File: src/rtl/book_pkg.sv
// Shared definitions for the order book and its command dispatcher.
//   - request codes (ADD_ORDER / CANCEL_ORDER / EXECUTE_ORDER)
//   - field widths (PRICE_INDEX, QUANTITY_INDEX, ORDER_INDEX are MSB indices)
//   - book_entry : payload the book stores for an ADD
//   - book_cmd   : one decoded parser command, also the dispatcher FIFO word
//   - disp_state_e : dispatcher FSM states
//   - cmd_is_legal : sanity filter applied before a command is queued
package book_pkg;

   localparam int PRICE_INDEX    = 7;
   localparam int QUANTITY_INDEX = 15;
   localparam int ORDER_INDEX    = 7;

   localparam logic [2:0] ADD_ORDER     = 3'd1;
   localparam logic [2:0] CANCEL_ORDER  = 3'd2;
   localparam logic [2:0] EXECUTE_ORDER = 3'd3;

   typedef struct packed {
      logic [ORDER_INDEX:0]    order_id;
      logic [PRICE_INDEX:0]    price;
      logic [QUANTITY_INDEX:0] quantity;
   } book_entry;

   typedef struct packed {
      logic [2:0]              cmd_type;
      logic [ORDER_INDEX:0]    order_id;
      logic [PRICE_INDEX:0]    price;
      logic [QUANTITY_INDEX:0] quantity;
   } book_cmd;

   typedef enum logic [1:0] {
      ST_IDLE  = 2'd0,
      ST_ISSUE = 2'd1,
      ST_GAP   = 2'd2
   } disp_state_e;

   // CANCEL carries no meaningful price/quantity, so it is always legal.
   function automatic logic cmd_is_legal(input book_cmd c, input logic [PRICE_INDEX:0] max_price);
      logic ok;
      ok = 1'b0;
      case (c.cmd_type)
         ADD_ORDER:     ok = (c.quantity != '0) && (c.price <= max_price);
         CANCEL_ORDER:  ok = 1'b1;
         EXECUTE_ORDER: ok = (c.quantity != '0);
         default:       ok = 1'b0;
      endcase
      return ok;
   endfunction

endpackage

File: src/rtl/order_cmd_dispatcher_cmd_fifo.sv
// cmd_fifo: single-clock FIFO of book_cmd words with an exact registered level.
//   clk_i, rst_i (async, active-high)
//   push_i/wdata_i : write when not full (a push at full is ignored, even with a pop)
//   pop_i/rdata_o  : rdata_o shows the head; pop_i removes it when not empty
//   level_o        : occupied entries, full_o / empty_o derived from it
module cmd_fifo
   import book_pkg::*;
#(
   parameter int DEPTH = 8
) (
   input  logic                   clk_i,
   input  logic                   rst_i,
   input  logic                   push_i,
   input  book_cmd                wdata_i,
   input  logic                   pop_i,
   output book_cmd                rdata_o,
   output logic [$clog2(DEPTH):0] level_o,
   output logic                   full_o,
   output logic                   empty_o
);

   localparam int AW = $clog2(DEPTH);
   localparam logic [AW-1:0] PTR_ONE = AW'(1);
   localparam logic [AW:0]   LVL_ONE = (AW + 1)'(1);

   logic [AW-1:0] wr_ptr_q, rd_ptr_q;
   logic [AW:0]   level_q;
   book_cmd       mem_q [DEPTH];
   logic          do_push, do_pop;

   assign full_o  = (level_q == (AW + 1)'(DEPTH));
   assign empty_o = (level_q == '0);
   assign do_push = push_i && !full_o;
   assign do_pop  = pop_i && !empty_o;
   assign rdata_o = mem_q[rd_ptr_q];
   assign level_o = level_q;

   // Pointers wrap naturally because DEPTH is a power of two.
   always_ff @(posedge clk_i or posedge rst_i) begin
      if (rst_i) begin
         wr_ptr_q <= '0;
         rd_ptr_q <= '0;
         level_q  <= '0;
      end else begin
         if (do_push) wr_ptr_q <= wr_ptr_q + PTR_ONE;
         if (do_pop)  rd_ptr_q <= rd_ptr_q + PTR_ONE;
         if (do_push && !do_pop)      level_q <= level_q + LVL_ONE;
         else if (do_pop && !do_push) level_q <= level_q - LVL_ONE;
      end
   end

   always_ff @(posedge clk_i) begin
      if (do_push) mem_q[wr_ptr_q] <= wdata_i;
   end

endmodule

File: src/rtl/order_cmd_dispatcher.sv
// order_cmd_dispatcher: buffers parser commands and issues them one at a
// time to the order book, pacing on the book's busy / price_valid.
//   clk_in, rst_in (async assert, release synchronised internally)
//   cmd_*          : parser stream; cmd_ready_o = FIFO not full
//   book_busy_i, book_price_valid_i : book status used for pacing
//   start_book_o   : one-cycle issue strobe, request_o + payload alongside
//   order_to_add_o / order_id_o / quantity_o : hold between strobes
//   fifo_level_o, issued_cnt_o, drop_cnt_o : status
// Handshake: a command transfers on a rising clk_in where cmd_valid_i and
// cmd_ready_o are both high; illegal commands still transfer but are
// counted in drop_cnt_o instead of being queued.
module order_cmd_dispatcher
   import book_pkg::*;
#(
   parameter int DEPTH      = 8,
   parameter int MIN_GAP    = 1,
   parameter int WAIT_PRICE = 1,
   parameter int MAX_PRICE  = 127
) (
   input  logic                    clk_in,
   input  logic                    rst_in,
   input  logic                    cmd_valid_i,
   output logic                    cmd_ready_o,
   input  logic [2:0]              cmd_type_i,
   input  logic [ORDER_INDEX:0]    cmd_order_id_i,
   input  logic [PRICE_INDEX:0]    cmd_price_i,
   input  logic [QUANTITY_INDEX:0] cmd_qty_i,
   input  logic                    book_busy_i,
   input  logic                    book_price_valid_i,
   output logic                    start_book_o,
   output logic [2:0]              request_o,
   output book_entry               order_to_add_o,
   output logic [ORDER_INDEX:0]    order_id_o,
   output logic [QUANTITY_INDEX:0] quantity_o,
   output logic [$clog2(DEPTH):0]  fifo_level_o,
   output logic [15:0]             issued_cnt_o,
   output logic [15:0]             drop_cnt_o
);

   localparam int GW = (MIN_GAP > 1) ? $clog2(MIN_GAP + 1) : 1;

   // Reset asserts immediately, deasserts two clocks after rst_in falls.
   logic [1:0] rst_sync_q;
   logic       rst_int;

   always_ff @(posedge clk_in or posedge rst_in) begin
      if (rst_in) rst_sync_q <= 2'b11;
      else        rst_sync_q <= {rst_sync_q[0], 1'b0};
   end
   assign rst_int = rst_sync_q[1];

   disp_state_e             state_q, state_d;
   logic [GW-1:0]           gap_q, gap_d;
   logic                    start_q, start_d;
   logic [2:0]              request_q, request_d;
   book_entry               add_q, add_d;
   logic [ORDER_INDEX:0]    id_q, id_d;
   logic [QUANTITY_INDEX:0] qty_q, qty_d;
   logic [15:0]             issued_q, issued_d;
   logic [15:0]             drop_q, drop_d;

   book_cmd                 in_cmd, head;
   logic                    cmd_accept, cmd_legal, fifo_pop;
   logic                    fifo_full, fifo_empty;

   assign in_cmd      = '{cmd_type: cmd_type_i, order_id: cmd_order_id_i,
                          price: cmd_price_i, quantity: cmd_qty_i};
   assign cmd_legal   = cmd_is_legal(in_cmd, (PRICE_INDEX + 1)'(MAX_PRICE));
   assign cmd_ready_o = !fifo_full && !rst_int;
   assign cmd_accept  = cmd_valid_i && cmd_ready_o;

   cmd_fifo #(.DEPTH(DEPTH)) u_fifo (
      .clk_i   (clk_in),
      .rst_i   (rst_int),
      .push_i  (cmd_accept && cmd_legal),
      .wdata_i (in_cmd),
      .pop_i   (fifo_pop),
      .rdata_o (head),
      .level_o (fifo_level_o),
      .full_o  (fifo_full),
      .empty_o (fifo_empty)
   );

   always_comb begin
      state_d   = state_q;
      gap_d     = gap_q;
      start_d   = 1'b0;
      request_d = request_q;
      add_d     = add_q;
      id_d      = id_q;
      qty_d     = qty_q;
      issued_d  = issued_q;
      drop_d    = drop_q;
      fifo_pop  = 1'b0;

      if (cmd_accept && !cmd_legal) drop_d = drop_q + 16'd1;

      case (state_q)
         ST_IDLE: begin
            if (!fifo_empty && !book_busy_i && ((WAIT_PRICE == 0) || book_price_valid_i))
               state_d = ST_ISSUE;
         end
         ST_ISSUE: begin
            // Only the fields meaningful for this request are updated; the
            // others keep the value from the last command that used them.
            fifo_pop  = 1'b1;
            start_d   = 1'b1;
            request_d = head.cmd_type;
            case (head.cmd_type)
               ADD_ORDER: add_d = '{order_id: head.order_id, price: head.price,
                                    quantity: head.quantity};
               CANCEL_ORDER: id_d = head.order_id;
               EXECUTE_ORDER: begin
                  id_d  = head.order_id;
                  qty_d = head.quantity;
               end
               default: ;
            endcase
            issued_d = issued_q + 16'd1;
            gap_d    = GW'(MIN_GAP);
            state_d  = (MIN_GAP == 0) ? ST_IDLE : ST_GAP;
         end
         ST_GAP: begin
            // Leaving on the last count makes the issue interval 2 + MIN_GAP.
            gap_d = gap_q - GW'(1);
            if (gap_q <= GW'(1)) state_d = ST_IDLE;
         end
         default: state_d = ST_IDLE;
      endcase
   end

   always_ff @(posedge clk_in or posedge rst_int) begin
      if (rst_int) begin
         state_q   <= ST_IDLE;
         gap_q     <= '0;
         start_q   <= 1'b0;
         request_q <= '0;
         add_q     <= '0;
         id_q      <= '0;
         qty_q     <= '0;
         issued_q  <= '0;
         drop_q    <= '0;
      end else begin
         state_q   <= state_d;
         gap_q     <= gap_d;
         start_q   <= start_d;
         request_q <= request_d;
         add_q     <= add_d;
         id_q      <= id_d;
         qty_q     <= qty_d;
         issued_q  <= issued_d;
         drop_q    <= drop_d;
      end
   end

   assign start_book_o   = start_q;
   assign request_o      = request_q;
   assign order_to_add_o = add_q;
   assign order_id_o     = id_q;
   assign quantity_o     = qty_q;
   assign issued_cnt_o   = issued_q;
   assign drop_cnt_o     = drop_q;

endmodule
File: config.mk
export PLATFORM = sky130hd
export DESIGN_NAME = order_cmd_dispatcher
export DESIGN_NICKNAME = d
export VERILOG_FILES = /design/src/rtl/book_pkg.sv /design/src/rtl/order_cmd_dispatcher_cmd_fifo.sv /design/src/rtl/order_cmd_dispatcher.sv
export SDC_FILE = /design/constraint.sdc
export NUM_CORES = 1
export LEC_CHECK = 0
export CAP_MARGIN = 10
export CORE_MARGIN = 4
export CORE_UTILIZATION = 55
export CTS_BUF_LIST = sky130_fd_sc_hd__clkbuf_4 sky130_fd_sc_hd__clkbuf_8
export CTS_CLUSTER_DIAMETER = 30
export CTS_CLUSTER_SIZE = 40
export DETAILED_ROUTE_END_ITERATION = 7
export GPL_ROUTABILITY_DRIVEN = 1
export HOLD_SLACK_MARGIN = 0.03
export PLACE_DENSITY = 0.88
export SYNTH_ARGS = -nofsm -noshare
export SYNTH_HDL_FRONTEND = slang
export SYNTH_SLANG_ARGS = --single-unit
File: constraint.sdc
create_clock -name clk_in -period 3.55 [get_ports clk_in]
set_input_delay 0.8875 -clock clk_in [delete_from_list [all_inputs] [get_ports clk_in]]
set_output_delay 0.8875 -clock clk_in [all_outputs]
set_load 0.01 [all_outputs]
After elaboration in Yosys (flattened, before gate mapping)
Memories as Yosys holds them, arrays and structs flattened.
Cells that the tools add are included.
{ "word_totals": {"elab_cells": 74, "regBits": 107, "n_memories": 1, "in_bits": 40, "out_inout_bits": 97, "ram_bits": 280} }
{ "op_classes": {"reduce_logical": 28, "n_mux": 10, "n_eq_ne": 11, "add_sub_neg": 7, "magnitude_cmp": 2} }
{ "memory_table": {"columns": ["name", "words", "word_bits", "rd", "rd_clocked_by_memory_dff", "wr", "line_no", "text"], "rows": [
  ["u_fifo.mem_q", 8, 35, 1, 0, 1, "order_cmd_dispatcher_cmd_fifo.sv:28", "book_cmd mem_q [DEPTH];"]
]} }
{ "op_table": {"columns": ["op", "count"], "rows": [
  ["adder 16 x 1 -> 16 bit, second input constant", 2],
  ["nonzero test 16 bit", 1],
  ["equality test 3 x 2 -> 1 bit, second input constant", 4],
  ["logical AND 1 bit", 11],
  ["less-or-equal comparator 8 x 7 -> 1 bit, second input constant", 1],
  ["two-way mux 4 bit", 2],
  ["AND reduction 2 bit", 4],
  ["zero test 1 bit", 7],
  ["adder 3 x 1 -> 3 bit, second input constant", 2],
  ["equality test 3 x 1 -> 1 bit, second input constant", 2],
  ["case mux 2 bit (3 select lines)", 1],
  ["adder 4 x 1 -> 4 bit, second input constant", 1],
  ["equality test 4 bit, second input constant", 1],
  ["zero test 4 bit", 1],
  ["two-way mux 2 bit", 2],
  ["inequality test 2 bit, second input constant", 2],
  ["nonzero test 2 bit", 2],
  ["subtractor 4 x 1 -> 4 bit, second input constant", 1],
  ["two-way mux 1 bit", 3],
  ["case mux 1 bit (3 select lines)", 1],
  ["equality test 2 x 1 -> 1 bit, second input constant", 1],
  ["equality test 2 bit, second input constant", 1],
  ["zero test 2 bit", 1],
  ["case mux 1 bit (2 select lines)", 1],
  ["other kinds (3)", 3]
]} }

Depth between registers and ports, before layout
Gate-level depths: netlist of run 1.
{ "logic_depth": {"word_depth": 10, "ltp_mapped": 13, "depth_no_buf": 13} }

By module
From an unflattened synthesis of run 1, not the netlist that was laid out.
{ "unflattened": {"cells_unflattened": 751, "area_unflattened_um2": 15373.5} }
{ "modules_own_cells": {"columns": ["module", "area_per_inst_um2", "n_inst", "seq_area_each_um2", "cells_each"], "rows": [
  ["cmd_fifo", 11437.2, 1, 8658.3, 470],
  ["order_cmd_dispatcher", 3936.3, 1, 2404.8, 281]
]} }

Worst setup path after synthesis of run 1
No wires, ideal clock.
{ "synth_path": {"path_type": "in2reg", "start": "input port cmd_type_i[0]", "end": "memory u_fifo.mem_q[2][0] (netlist name) (enable)", "stages": 5, "n_path_buf": 0, "required_ns": 3.023, "t_arrival_ns": 5.553, "setup_slack_ns": -2.530, "setup_ns": 0.527, "path_cell_list": "nor4b_1 and3_1 a211oi_2 nand2_1 nor4b_1"} }
{ "synth_via": {"elab_chain_cells": 6, "elab_cells_between_ends": 8, "cone_classes": "eq/ne: 3; mux: 3; reduce/logical: 2"} }
{ "synth_rtl": {"columns": ["element", "line_no", "text"], "rows": [
  ["start, declared", "order_cmd_dispatcher.sv:24", "input logic [2:0] cmd_type_i,"],
  ["equality test 3 x 2 -> 1 bit / equality test 3 x 1 -> 1 bit (equally long branches)", "book_pkg.sv:41", "case (c.cmd_type)"],
  ["case mux 1 bit (3 select lines) (*)", "book_pkg.sv:41", null],
  ["logical AND 1 bit (*)", "order_cmd_dispatcher.sv:75", ".push_i (cmd_accept && cmd_legal),"],
  ["logical AND 1 bit (*)", "order_cmd_dispatcher_cmd_fifo.sv:33", "assign do_push = push_i && !full_o;"],
  ["two-way mux 1 bit (*)", "order_cmd_dispatcher_cmd_fifo.sv:53", "if (do_push) mem_q[wr_ptr_q] <= wdata_i;"],
  ["two-way mux 1 bit (not written as such) (*)", "order_cmd_dispatcher_cmd_fifo.sv:53", null],
  ["end, declared", "order_cmd_dispatcher_cmd_fifo.sv:28", null]
]} }
Mark *: on every way between the ends. The rest lies on a longest branch, timed or not.

Worst setup path in the final report of run 1
{ "layout_path": {"start": "input port cmd_qty_i[10]", "end": "memory u_fifo.mem_q[7][22] (netlist name) (enable)"} }
{ "layout_via": {"elab_chain_cells": 7} }
{ "layout_rtl": {"columns": ["element", "line_no", "text"], "rows": [
  ["start, declared", "order_cmd_dispatcher.sv:27", "input logic [QUANTITY_INDEX:0] cmd_qty_i,"],
  ["nonzero test 16 bit (*)", "book_pkg.sv:42, book_pkg.sv:44", null],
  ["logical AND 1 bit", "book_pkg.sv:42", "ADD_ORDER: ok = (c.quantity != '0) && (c.price <= max_price);"],
  ["case mux 1 bit (3 select lines) (*)", "book_pkg.sv:41", null],
  ["logical AND 1 bit (*)", "order_cmd_dispatcher.sv:75", null],
  ["logical AND 1 bit (*)", "order_cmd_dispatcher_cmd_fifo.sv:33", null],
  ["two-way mux 1 bit (*)", "order_cmd_dispatcher_cmd_fifo.sv:53", null],
  ["two-way mux 1 bit (not written as such) (*)", "order_cmd_dispatcher_cmd_fifo.sv:53", null]
]} }
Marks and branches as above.

==> impl_metrics.ini, run 1 <==
[logic_synthesis]
synth-main-ff-cell = edfxtp_1
synth_edf_count = 280
synth_area_per_cell_sq_um = 20.0
muxShareOfSynthArea_pct = 18.6
synth_fa_ha_area_share_pct = 0.704
synth_area_sq_mm = 0.0153
ys_seq_elements = 386
synthTopCellsByArea = edfxtp_1 55%, dfrtp_1 17%, mux4_2 9.4%
synth_fp_nets = 812
yosys.area.top_type = edfxtp_1
synth_compound_area_share_pct = 0.950
synth_seq_area_share_pct = 72.4
synth_cell_types = 47
synth_top_family_by_area = multiplexers
synth-simple-area-share_pct = 3.60
yosysWarnings = 0
async_flop_share_pct = 27.5
synthCells = 764
yosysTopAreaCellShare_pct = 55.0
synth-xor-area-share_pct = 2.18

[floorplan]
die_x_um = 175
boundaryPins = 137
coreArea_sq_mm = 0.0271
start_util_pct = 56.4
die_area_sq_mm = 0.0305
num_rows = 60
die_y_um = 175

[place]
place.gp.congestion = 0.806
pre_cts_ws_ps = -340
dpl.hpwl_um = 19300
io_buffers = 136
placedCellCount = 1296
place_area_sq_mm = 0.0176

[layout]
design_area_sq_mm = 0.0191
syn2layout_area_growth_pct = 25.3
antenna_cells = 0
final_common_cell = edfxtp_1
final_cell_mix = 280 x edfxtp_1, 136 x clkdlybuf4s50_1, 101 x dfrtp_1
layout.nets = 1041
stdcell_count = 1418
drive_above_1_share_pct = 34.0
fin_util_pct = 70.6

[sta]
period_share_pct = 94.1
worst_slew_pin_slew_ps = 1200
final-hold-violation-count = 0
min_period_ps = 3340
max_freq_ghz = 0.299
finClkSkew_ps = 36.1
finalSetupViolations = 0
grt_setup_unrepaired = false
slew_headroom_pct = 19.7
finalSetupTns_ps = 0
slew_violations = 0
fin_ws_ps = 209
finalHoldWorstSlack_ps = 361

[global_route]
grt.overflow.total = 0
grt_pass1_vias = 8575
grt_max_degree = 77
grt_pass1_wl_um = 49400
grt_usage_pct = 21.1
antenna_found_initial = 0

[power_and_ir_drop]
fin_total_pwr_mw = 14.5
ir_worst_vdd_uv = 508
power_density_mw_per_mm2 = 757
power_leakage_nw = 7.04

[hold_path]
hold_class = reg -> reg
min_path_cells = 0

[setup_path]
regToRegStartpoint = u_fifo.rd_ptr_q[1]
critical_path_class = in -> reg
start_kind = input port
crit_arrival_ps = 3490
r2r_setup_slack_ps = 860
cp-endpoint = u_fifo.mem_q[7][22]
required_ps = 3700
crit_path_max_fanout = 35
worstReg2RegEnd = order_to_add_o[23]
crit_path_end_kind = register
crit_start = cmd_qty_i[10]
reg2reg_depth = 6

[routing]
drtAntennaViolNets = 0
drt_first_pass_iters = 5
first_iter_violations = 567
vias_per_cell = 5.67
drc = 0
wire_per_inst_um = 22.2
wirelength_um = 31500
dr_total_vias = 8040

[cts]
cts_made_buffers = 67
clock_latency_ps = 570
cts_setup_buffers = 0
root_buffer = clkbuf_8
ctsHoldBuffers = 0
clock_tree.buffer_depth = 3
cts_tree = yes
clock_sinks = 386
clock_tree.htree_level_count = 3
path_clk_slew_ps = 50
cts_resized = 0

[job]
drv_cap = 0

[run_status]
status = finished, final reports clean
[metal layers]
metal	part of all wire (%)	vias up	track usage (%)
met5	0	-	0
met4	2.6	0	7.92
met3	6.9	50	4.46
met2	50	343	34.5
met1	41	4147	28.3
li1	-	3500	-
[worst min-delay path by stage]
stage	to	from	slack, ps
after detailed placement	rst_sync_q[1]	rst_sync_q[0]	350
final	rst_sync_q[1]	rst_sync_q[0]	360
after global routing	rst_sync_q[1]	rst_sync_q[0]	360
after global placement	rst_sync_q[1]	rst_sync_q[0]	350
after CTS	rst_sync_q[1]	rst_sync_q[0]	360
after floorplan	rst_sync_q[1]	rst_sync_q[0]	350
[power breakdown]
group,internal (mW),switching (mW)
Sequential,5.36,0.593
Clock,2.75,1.87
Combinational,2.34,1.57
[cell families after synthesis]
group                      count (synthesis)
buffers and inverters                     37
other                                      1
AOI/OAI and AO/OA                         16
muxes                                    175
adders and majority gates                  8
xor gates and xnor gates                  38
DFF                                      386
and+or+nand+nor                          103
[registers in the layout, indices dropped and copies added, names as in the netlist]
register         count
u_fifo.wr_ptr_q      3
start_book_o         1
request_o            3
u_fifo.level_o       4
issued_cnt_o        16
state_q              2
quantity_o          16
rst_sync_q           2
order_to_add_o      32
u_fifo.mem_q       280
order_id_o           8
u_fifo.rd_ptr_q      3
drop_cnt_o          16
[cell usage after synthesis, types with 2 or more instances]
master	instances
nor3_1	16
nor2_1	9
xnor2_1	18
mux2_4	42
and3_1	6
nor3b_1	5
dfstp_2	2
nand3_1	6
buf_2	9
nor4_1	6
mux2_2	57
xor2_1	20
buf_6	4
nand4_1	11
nor4b_1	5
mux2i_1	9
nand2_1	29
nand2b_1	4
mux2_1	3
mux4_2	64
dfrtp_1	104
buf_4	6
buf_12	2
inv_1	7
o21ai_0	3
edfxtp_1	280
clkbuf_1	7
ha_1	7
a21oi_1	4
a21oi_4	2
[critical path: stages]
cell,delay (ps)
clkdlybuf4s50_1,630
nor4_1,120
and3_1,220
a211oi_4,300
buf_4,170
nand3_1,150
nor2_4,980
[layout make-up]
| class | instances | area (sq um) |
|---|---|---|
| multi-input combinational | 341 | 4080 |
| fill | 1572 | 7970 |
| clock inverter | 45 | 549 |
| clock buffer | 77 | 1030 |
| sequential | 386 | 11100 |
| timing repair buffer | 189 | 1900 |
| tap | 372 | 465 |
| inverter | 8 | 32.5 |
Power figures use the tool's default switching activity.
==> run 2: changes to the inputs <==
--- a/config.mk
+++ b/config.mk
@@ -14,7 +14,7 @@
 export DETAILED_ROUTE_END_ITERATION = 7
 export GPL_ROUTABILITY_DRIVEN = 1
 export HOLD_SLACK_MARGIN = 0.03
-export PLACE_DENSITY = 0.88
+export PLACE_DENSITY = 0.82
 export SYNTH_ARGS = -nofsm -noshare
 export SYNTH_HDL_FRONTEND = slang
 export SYNTH_SLANG_ARGS = --single-unit
==> impl_metrics.ini, run 2 (synthesis results as in run 1) <==
[layout]
largest_register_ffs = 280
final_cell_mix = 280 x edfxtp_1, 136 x clkdlybuf4s50_1, 101 x dfrtp_1
fillers = 1586
syn2layout_area_growth_pct = 25.6
final_common_cell = edfxtp_1
stdcell_count = 1421
antenna_cells = 0
drive_above_1_share_pct = 34.0
largest-register = u_fifo.mem_q
fin_util_pct = 70.8
layout.nets = 1045

[cts]
root_buffer = clkbuf_8
clock_tree.htree_level_count = 3
clock_tree.buffer_depth = 3
cts_resized = 0
cts_setup_buffers = 0
clock_latency_ps = 560
path_clk_slew_ps = 60
cts_made_buffers = 68
cts_tree = yes
ctsHoldBuffers = 0
clock_sinks = 386

[setup_path]
crit_path_max_fanout = 2
crit_start = cmd_qty_i[0]
crit_arrival_ps = 3690
start_kind = input port
reg2reg_depth = 6
crit_path_end_kind = register
regToRegStartpoint = u_fifo.rd_ptr_q[1]
required_ps = 3970
critical_path_class = in -> reg

[sta]
finalSetupViolations = 0
slew_headroom_pct = 55.6
finalSetupTns_ps = 0
finalHoldWorstSlack_ps = 333
slew_violations = 0
max_freq_ghz = 0.306
finClkSkew_ps = 30.3
min_period_ps = 3270
final-hold-violation-count = 0
worst_slew_pin_slew_ps = 666
grt_setup_unrepaired = false
period_share_pct = 92.1

[run_status]
status = finished, final reports clean

[routing]
dr_total_vias = 7935
wire_per_inst_um = 21.9
first_iter_violations = 701
drc = 0
wirelength_um = 31100
drt_first_pass_iters = 5
drtAntennaViolNets = 0
vias_per_cell = 5.58

[floorplan]
die_x_um = 175
die_area_sq_mm = 0.0305
num_rows = 60
start_util_pct = 56.4
boundaryPins = 137
die_y_um = 175
coreArea_sq_mm = 0.0271

[power_and_ir_drop]
power_density_mw_per_mm2 = 757
power_leakage_nw = 7.07
ir_worst_vdd_uv = 517

[global_route]
grt_usage_pct = 20.9
grt.overflow.total = 0
antenna_found_initial = 0
grt_pass1_vias = 8556
grt_pass1_wl_um = 49400
grt_max_degree = 48

[place]
io_buffers = 136
place.gp.congestion = 0.789
placedCellCount = 1299
dpl.hpwl_um = 19200

[job]
drv_cap = 0

[hold_path]
hold_class = reg -> async
-- run 2: changes by cell type in the layout (fill, tap and decap cells not counted), sizes merged --
cell / delta
buf: +3
inv: -2
clkinv: -4
clkbuf: +6
-- run 2: critical path, cell delays in order --
cell	delay (ps)
clkdlybuf4s50_1	410
or4_1	600
nor3_1	230
buf_4	170
a211oi_4	50
nand2_2	80
inv_1	50
ha_1	200
inv_1	90
ha_1	230
a21o_1	170
a21oi_1	170
xnor2_1	140
nor2_1	70
xor2_1	140
-- run 2: path summary, 6_finish.rpt --
kind,endpoint,slack (ps)
worst max-delay path,u_fifo.level_o[3],280
min in group clk_in,rst_sync_q[1],350
max in group asynchronous,order_to_add_o[5],2360
worst min-delay path,issued_cnt_o[3],330
worst min register to register,issued_cnt_o[3],330
worst max register to register,order_to_add_o[23],830
-- run 2: area by class of cell --
class	instances	area (sq um)	share of cell area, %
sequential	386	11100	57.7
inverter	8	32.5	0.170
tap	372	465	2.43
timing repair buffer	192	1930	10.1
clock inverter	39	494	2.58
clock buffer	83	1110	5.79
multi-input combinational	341	4080	21.3
-- run 2: routing by layer --
| layer | GRT usage, % | wire length [um] | vias to the layer above |
|---|---|---|---|
| met2 | 35.1 | 16100 | 270 |
| met4 | 5.73 | 408 | 0 |
| met1 | 27.8 | 12600 | 4141 |
| met5 | 0 | 0 | - |
| met3 | 4.95 | 1980 | 25 |
| li1 | - | - | 3499 |
-- run 2: through the flow --
| step | area (sq um) | setup WS (ps) | power, mW |
|---|---|---|---|
| finish | 19200 | 279 | 14.5 |
| global route | 19200 | 124 | 15.2 |
| CTS | 19200 | 293 | 14.7 |
| detailed placement | 17600 | -272 | 9.96 |
| global placement | 17600 | -264 | 9.86 |
| floorplan | 15400 | -371 | 8.44 |
-- run 2: report_power, final --
group / switching (mW) / total, mW / leakage, nW / internal, mW
clock network: 1.82 / 4.67 / 0.793 / 2.84
logic: 1.56 / 3.90 / 2.40 / 2.34
registers: 0.610 / 5.97 / 3.87 / 5.36
total: 3.99 / 14.5 / 7.07 / 10.5
